**config.mk**
```make
export PLATFORM = sky130hd
export DESIGN_NAME = fetch_pc_gen_flat
export DESIGN_NICKNAME = d
export VERILOG_FILES = /design/src/rtl/fetch_pc_gen_if.sv /design/src/rtl/fetch_pc_gen.sv /design/src/flat_wrapper.sv
export SDC_FILE = /design/constraint.sdc
export NUM_CORES = 1
export LEC_CHECK = 0
export CORE_UTILIZATION = 45
export CTS_CLUSTER_SIZE = 20
export DETAILED_ROUTE_END_ITERATION = 16
export GPL_TIMING_DRIVEN = 0
export PLACE_DENSITY = 0.73
export SYNTH_ARGS = -nofsm -noshare
export SYNTH_HDL_FRONTEND = slang
export SYNTH_SLANG_ARGS = --single-unit
export TNS_END_PERCENT = 1
```
**constraint.sdc**
```tcl
create_clock -name clk -period 5 [get_ports clk]
set_input_delay 1 -clock clk [delete_from_list [all_inputs] [get_ports clk]]
set_output_delay 1 -clock clk [all_outputs]
set_load 0.03 [all_outputs]
```
**src/rtl/fetch_pc_gen_if.sv**
```systemverilog
// Fetch front-end bus bundle.
// Groups the hazard/redirect controls, EX-stage branch resolution, BTB lookup/write
// and IF/ID prediction signals of fetch_pc_gen.
//   master : the fetch unit (drives pc, btb_we/btb_waddr/btb_wd, if_*)
//   slave  : the surrounding pipeline (drives stall, redirect*, ex_*, btb_hit, pred_pc)
interface fetch_pc_gen_if #(
   parameter int unsigned PC_W  = 17,
   parameter int unsigned IDX_W = 5
);
   localparam int unsigned WD_W = PC_W + PC_W - IDX_W - 1;

   // pipeline control
   logic              stall;
   logic              redirect;
   logic [PC_W-1:0]   redirect_pc;

   // EX-stage resolution
   logic              ex_valid;
   logic [PC_W-1:0]   ex_pc;
   logic              ex_taken;
   logic [PC_W-1:0]   ex_target;

   // BTB lookup for the current pc
   logic              btb_hit;
   logic [PC_W-1:0]   pred_pc;

   // fetch PC and BTB write port
   logic [PC_W-1:0]   pc;
   logic              btb_we;
   logic [IDX_W-1:0]  btb_waddr;
   logic [WD_W-1:0]   btb_wd;

   // IF/ID prediction register
   logic              if_valid;
   logic [PC_W-1:0]   if_pc;
   logic              if_pred_taken;
   logic [PC_W-1:0]   if_pred_pc;

   modport master (
      input  stall, redirect, redirect_pc,
      input  ex_valid, ex_pc, ex_taken, ex_target,
      input  btb_hit, pred_pc,
      output pc, btb_we, btb_waddr, btb_wd,
      output if_valid, if_pc, if_pred_taken, if_pred_pc
   );

   modport slave (
      output stall, redirect, redirect_pc,
      output ex_valid, ex_pc, ex_taken, ex_target,
      output btb_hit, pred_pc,
      input  pc, btb_we, btb_waddr, btb_wd,
      input  if_valid, if_pc, if_pred_taken, if_pred_pc
   );
endinterface

```
**src/rtl/fetch_pc_gen.sv**
```systemverilog
// Instruction-fetch PC generator.
// Owns the fetch PC, predicts the next PC from the BTB hit combined with a table of
// 2-bit bimodal counters (or falls through to pc+4), honours EX redirects and hazard
// stalls, holds the IF/ID prediction register, and turns EX branch resolutions into
// counter updates and registered BTB write commands.
// Ports:
//   clk  : clock, all state updates on posedge
//   rst  : synchronous active-high reset, dominates every other input
//   bus  : fetch_pc_gen_if.master (controls, EX resolution, BTB lookup/write, IF/ID)
module fetch_pc_gen #(
   parameter int unsigned     PC_W     = 17,
   parameter int unsigned     IDX_W    = 5,
   parameter logic [PC_W-1:0] RESET_PC = '0
) (
   input  logic           clk,
   input  logic           rst,
   fetch_pc_gen_if.master bus
);
   localparam int unsigned N_ENT = 1 << IDX_W;
   localparam int unsigned TAG_W = PC_W - IDX_W - 2;
   localparam int unsigned WD_W  = 1 + TAG_W + PC_W;

   logic [1:0]       ctr_q [N_ENT];

   logic [IDX_W-1:0] fetch_idx_c;
   logic [IDX_W-1:0] ex_idx_c;
   logic             pred_taken_c;
   logic [PC_W-1:0]  seq_pc_c;
   logic [PC_W-1:0]  npred_c;
   logic [1:0]       ctr_nxt_c;
   logic             btb_evt_c;
   logic [TAG_W-1:0] ex_tag_c;
   logic             unused_ok_c;

   // Next-PC prediction and saturating counter update value
   always_comb begin
      fetch_idx_c  = bus.pc[IDX_W+1:2];
      ex_idx_c     = bus.ex_pc[IDX_W+1:2];
      ex_tag_c     = bus.ex_pc[PC_W-1:IDX_W+2];
      pred_taken_c = bus.btb_hit & ctr_q[fetch_idx_c][1];
      seq_pc_c     = bus.pc + PC_W'(4);
      npred_c      = pred_taken_c ? bus.pred_pc : seq_pc_c;
      btb_evt_c    = bus.ex_valid & bus.ex_taken;

      ctr_nxt_c = ctr_q[ex_idx_c];
      if (bus.ex_taken) begin
         if (ctr_q[ex_idx_c] != 2'b11) ctr_nxt_c = ctr_q[ex_idx_c] + 2'd1;
      end else begin
         if (ctr_q[ex_idx_c] != 2'b00) ctr_nxt_c = ctr_q[ex_idx_c] - 2'd1;
      end
   end

   // ex_pc byte offset never selects a counter or BTB tag
   assign unused_ok_c = ^bus.ex_pc[1:0];

   // Fetch PC: redirect wins over stall
   always_ff @(posedge clk) begin
      if (rst) begin
         bus.pc <= RESET_PC;
      end else if (bus.redirect) begin
         bus.pc <= bus.redirect_pc;
      end else if (!bus.stall) begin
         bus.pc <= npred_c;
      end
   end

   // IF/ID register: a redirect squashes the entry and leaves the payload as-is
   always_ff @(posedge clk) begin
      if (rst) begin
         bus.if_valid      <= 1'b0;
         bus.if_pc         <= '0;
         bus.if_pred_taken <= 1'b0;
         bus.if_pred_pc    <= '0;
      end else if (bus.redirect) begin
         bus.if_valid      <= 1'b0;
      end else if (!bus.stall) begin
         bus.if_valid      <= 1'b1;
         bus.if_pc         <= bus.pc;
         bus.if_pred_taken <= pred_taken_c;
         bus.if_pred_pc    <= npred_c;
      end
   end

   // BTB write command: one pulse per taken resolution, address/data held between writes
   always_ff @(posedge clk) begin
      if (rst) begin
         bus.btb_we    <= 1'b0;
         bus.btb_waddr <= '0;
         bus.btb_wd    <= '0;
      end else begin
         bus.btb_we <= btb_evt_c;
         if (btb_evt_c) begin
            bus.btb_waddr <= ex_idx_c;
            bus.btb_wd    <= WD_W'({1'b1, ex_tag_c, bus.ex_target});
         end
      end
   end

   // Bimodal counters: updated on every resolution regardless of stall/redirect
   always_ff @(posedge clk) begin
      if (rst) begin
         ctr_q <= '{default: 2'b01};
      end else if (bus.ex_valid) begin
         ctr_q[ex_idx_c] <= ctr_nxt_c;
      end
   end
endmodule

```
**src/flat_wrapper.sv**
```systemverilog
// flat-port wrapper written by rule: the top's interface ports become plain ports
module fetch_pc_gen_flat 
#(
   parameter int unsigned     PC_W     = 17,
   parameter int unsigned     IDX_W    = 5,
   parameter logic [PC_W-1:0] RESET_PC = '0
)
  (clk, rst, bus_stall, bus_redirect, bus_redirect_pc, bus_ex_valid, bus_ex_pc, bus_ex_taken, bus_ex_target, bus_btb_hit, bus_pred_pc, bus_pc, bus_btb_we, bus_btb_waddr, bus_btb_wd, bus_if_valid, bus_if_pc, bus_if_pred_taken, bus_if_pred_pc);
  fetch_pc_gen_if #(.PC_W(PC_W), .IDX_W(IDX_W)) bus_i ();
  input  logic clk;
  input  logic rst;
  input wire logic [$bits(bus_i.stall)-1:0] bus_stall;
  input wire logic [$bits(bus_i.redirect)-1:0] bus_redirect;
  input wire logic [$bits(bus_i.redirect_pc)-1:0] bus_redirect_pc;
  input wire logic [$bits(bus_i.ex_valid)-1:0] bus_ex_valid;
  input wire logic [$bits(bus_i.ex_pc)-1:0] bus_ex_pc;
  input wire logic [$bits(bus_i.ex_taken)-1:0] bus_ex_taken;
  input wire logic [$bits(bus_i.ex_target)-1:0] bus_ex_target;
  input wire logic [$bits(bus_i.btb_hit)-1:0] bus_btb_hit;
  input wire logic [$bits(bus_i.pred_pc)-1:0] bus_pred_pc;
  output wire logic [$bits(bus_i.pc)-1:0] bus_pc;
  output wire logic [$bits(bus_i.btb_we)-1:0] bus_btb_we;
  output wire logic [$bits(bus_i.btb_waddr)-1:0] bus_btb_waddr;
  output wire logic [$bits(bus_i.btb_wd)-1:0] bus_btb_wd;
  output wire logic [$bits(bus_i.if_valid)-1:0] bus_if_valid;
  output wire logic [$bits(bus_i.if_pc)-1:0] bus_if_pc;
  output wire logic [$bits(bus_i.if_pred_taken)-1:0] bus_if_pred_taken;
  output wire logic [$bits(bus_i.if_pred_pc)-1:0] bus_if_pred_pc;
  assign bus_i.stall = bus_stall;
  assign bus_i.redirect = bus_redirect;
  assign bus_i.redirect_pc = bus_redirect_pc;
  assign bus_i.ex_valid = bus_ex_valid;
  assign bus_i.ex_pc = bus_ex_pc;
  assign bus_i.ex_taken = bus_ex_taken;
  assign bus_i.ex_target = bus_ex_target;
  assign bus_i.btb_hit = bus_btb_hit;
  assign bus_i.pred_pc = bus_pred_pc;
  assign bus_pc = bus_i.pc;
  assign bus_btb_we = bus_i.btb_we;
  assign bus_btb_waddr = bus_i.btb_waddr;
  assign bus_btb_wd = bus_i.btb_wd;
  assign bus_if_valid = bus_i.if_valid;
  assign bus_if_pc = bus_i.if_pc;
  assign bus_if_pred_taken = bus_i.if_pred_taken;
  assign bus_if_pred_pc = bus_i.if_pred_pc;
  fetch_pc_gen #(.PC_W(PC_W), .IDX_W(IDX_W), .RESET_PC(RESET_PC)) u_core (.clk(clk), .rst(rst), .bus(bus_i));
endmodule
```
==> results.md, run 1 <==
* Status: finished, final reports clean
* Final core utilization at 62.2%
* Cell area after layout at 9500 um2
* # port buffers at 156
* CTS Hold Bufs at 0
* Crit path cell chain: clkdlybuf4s50_1, buf_2, nor3b_1, a22oi_1, and4_1, maj3_2, buf_2, a311oi_1
* Power per cell area at between 300 and 400 nW/um2
* Clock root buffer: clkbuf_16
* Post-CTS setup buffers at 0
* Hpwl dp at 16.1 mm
* Post-synth top area cell: dfxtp_1
* Die ar. at approximately 16000 um2
* Sequential area share after synthesis at between 40% and 50%
* GRT overflow at 0
* Gate power share at 14.7%
* Initial antenna violation count at 0
* Fin. Hold Viols at 0
* Gates resized, CTS repair at 0
* Sequential share of power at just over 40%
* CP delay by family, top: buffers and inverters
* First-pass GRT wire length at 35.0 mm
* Clock share of power at 44.1%
* Post-place setup slack at 1270 ps
* Vias in the first global route at around 6400
* Syn Nets at 904
* Layout cells sized above 1 at 9.15%
* Syn_area_per_cell at 8.51 um2
* Clock latency on the worst-skew pair at 430 ps
* Worst-Margin Slew at 862 ps
* Final Skew at 7.94 ps
* CP required at 5330 ps
* Layout net count at 1079
* Fin Hold WS at approximately 450 ps
* Via count at between 7000 and 8000
* Maximum VDD drop at 0.233 mV
* Hold Crit Class: reg2reg
* # rows at 45
* Register bit count reported by yosys at 151
* Layout area overhead at 34.7%
* Largest net degree at the start of global routing at 17
* Max-slew violations at 0
* I/O pins at 162
* EDFF count, synth at 0
* Worst Path Max Fanout at 10
* TritonCTS buffer count at 17
* RSZ-0062 raised after global routing: false
* Die width at 127 um
* Crit path depth at 8
* Setup violations, final at 0
* Worst hold stages at 2
* Via-to-Cell Ratio at 5.72
* CTS Buffer Depth at 2
* Library cells used by synthesis at 55
* Syn Inst Count at 828
* ANT nets after route at 0
* Core area at 15300 um2
* Reg clk slew, reported paths at around 60 ps
* Routed WL at 22.1 mm
* CP Class: in2reg
* Largest cells by area after synthesis: dfxtp_1 (43%), nand2_1 (8.4%), a21oi_1 (8.3%), mux4_2 (7.0%), nor2_1 (3.7%)
* Most frequent cells in the layout: nand2_1 (158), clkdlybuf4s50_1 (156), dfxtp_1 (151)
* WP data arrival at 3710 ps
* CP Buf/Inv Count at 3
* Int Power at 2.28 mW
* P_sw at 821 uW
* Max H-tree Level at 4
* Routed len/inst at between 15 and 20 um
* Placed insts at around 1200
* Max Cap Viol at 0
* Worst reg2reg path depth at 8
* Post-synthesis async set-or-reset flop share at 0%
* Synth Warn # at 0
* Non-Filler Instances at 1227
* LEAKAGE at 3.20 nW
* Final worst setup slack at about 1600 ps
* Design Power at roughly 3.1 mW
* Slew HR at 42.4%
* Total GRT Usage at 27.8%
* Initial Utilization at between 40% and 50%
* Most common cell after layout, fill and taps aside: nand2_1
* Fin crit period at 3380 ps
* Clock sinks at 151
* Detailed Route Iter0 Violations at 741
* Ys flop type: dfxtp_1
* Final routed DRC violation total at 0
* Most used cell, CP: buf_2
* Post-synth top area share at a little over two fifths
* DP Area at between 8000 and 9000 um2
* Diode count at 0
* Routability Congestion at 0.864
* Slowest stage delay, CP at about 640 ps
* Worst setup SP type: input pin
* Switch share at about a quarter
* Critical path's slowest cell: nor3b_1
* Nature of the critical path endpoint: register
* Setup_tns at 0 ps
* Fmax at 296 MHz
* CTS tree: built
* Mapped Area at 7050 um2
* Die H at 127 um
* DRT Pass-1 Iters at 6
* Final period utilization at 67.5%
synth_stat cells, types with 8 or more instances:
cell type / number
nor3b_1: 9
clkbuf_1: 45
a211oi_1: 24
a22oi_1: 9
mux4_2: 22
nor3_1: 8
nor2_1: 70
buf_1: 10
nand2_1: 158
o21ai_1: 30
buf_2: 13
a311oi_1: 15
dfxtp_1: 151
nand3b_1: 14
nand3_1: 12
a211o_1: 10
a21oi_1: 117
nand4_1: 10
per-layer routing:
layer / track usage, % / part of all wire, % / up-vias
met3: 5.78 / 6.6 / 45
met5: 0 / 0 / -
met2: 44.1 / 47 / 298
met4: 11.3 / 2.7 / 0
li1: - / - / 3352
met1: 37.1 / 44 / 3325
worst paths after layout:
kind                                     from                                     to  slack (ps)
max reg2reg     u_core.bus.pc[3]$_SDFFE_PP0P_  u_core.bus.if_pred_pc[3]$_SDFFE_PP0P_        2240
max                              bus_ex_pc[4]          u_core.ctr_q[25]$_SDFFE_PP0P_        1620
min reg2reg  u_core.bus.if_pc[7]$_SDFFE_PP0P_       u_core.bus.if_pc[7]$_SDFFE_PP0P_         450
min          u_core.bus.if_pc[7]$_SDFFE_PP0P_       u_core.bus.if_pc[7]$_SDFFE_PP0P_         450
logic make-up after synthesis:
kind of cell / synth area share, %
buffers and inverters: 5.34
multiplexers: 7.79
adder cells (fa/ha/maj): 0.497
AND/OR/NAND/NOR: 20.2
flip-flops: 42.9
XOR/XNOR: 1.24
AO/OA/AOI/OAI: 22.1
flip-flops by register name, indices dropped and copies added, names as in the netlist:
register / count
u_core.ctr_q: 64
u_core.bus.btb_wd: 28
u_core.bus.if_pc: 17
u_core.bus.if_pred_pc: 17
u_core.bus.pc: 17
u_core.bus.btb_waddr: 5
u_core.bus.btb_we: 1
u_core.bus.if_pred_taken: 1
u_core.bus.if_valid: 1
worst register-to-register path, cell delays in order (launching register included):
cell and delay, ps:
dfxtp_1 410, buf_4 230, buf_2 280, mux2_2 370
o221ai_1 200, o221a_2 290, clkbuf_1 420, o21ai_0 170
a311oi_1 290
power groups by stage:
stage	clock network, mW	registers (mW)	logic (mW)
4_1_cts	1.38	1.28	0.453
3_3_place_gp	0	1.30	0.448
5_1_grt	1.43	1.28	0.486
3_5_place_dp	0	1.30	0.450
6_report	1.37	1.28	0.455
2_1_floorplan	0	1.36	0.197
final cells by class:
class / instances / area, um2
timing repair buffer: 156 / 1560
clock buffer: 20 / 447
clock inverter: 12 / 176
inverter: 4 / 15.0
tap: 211 / 264
buffer: 77 / 362
fill: 1347 / 5760
multi-input combinational: 596 / 3650
sequential: 151 / 3020
Note: power is estimated with default switching activity, not from simulation.
==> inputs of run 2 (changes only) <==
Clock period 5 ns to 3.5 ns, I/O delays scaled along.
==> results of run 2 <==
Same layout as run 1 (identical final DEF). Status: finished, final reports clean.
Main changes from that run: setup slack after placement 1270 ps -> 67.6 ps; setup slack after layout 1620 ps -> 423 ps; register-to-register setup slack 2240 ps -> 740 ps; total power 3.10 mW -> 4.43 mW; worst IR drop on VDD 0.233 mV -> 0.332 mV
==> inputs of run 3 (changes only) <==
Settings changed: TNS_END_PERCENT 1 to 10.
==> results of run 3 <==
Same layout as run 1 (identical final DEF). Status: finished, final reports clean.
Main changes from that run: setup slack after placement 1270 ps -> 67.6 ps; setup slack after layout 1620 ps -> 423 ps; register-to-register setup slack 2240 ps -> 740 ps; total power 3.10 mW -> 4.43 mW; worst IR drop on VDD 0.233 mV -> 0.332 mV
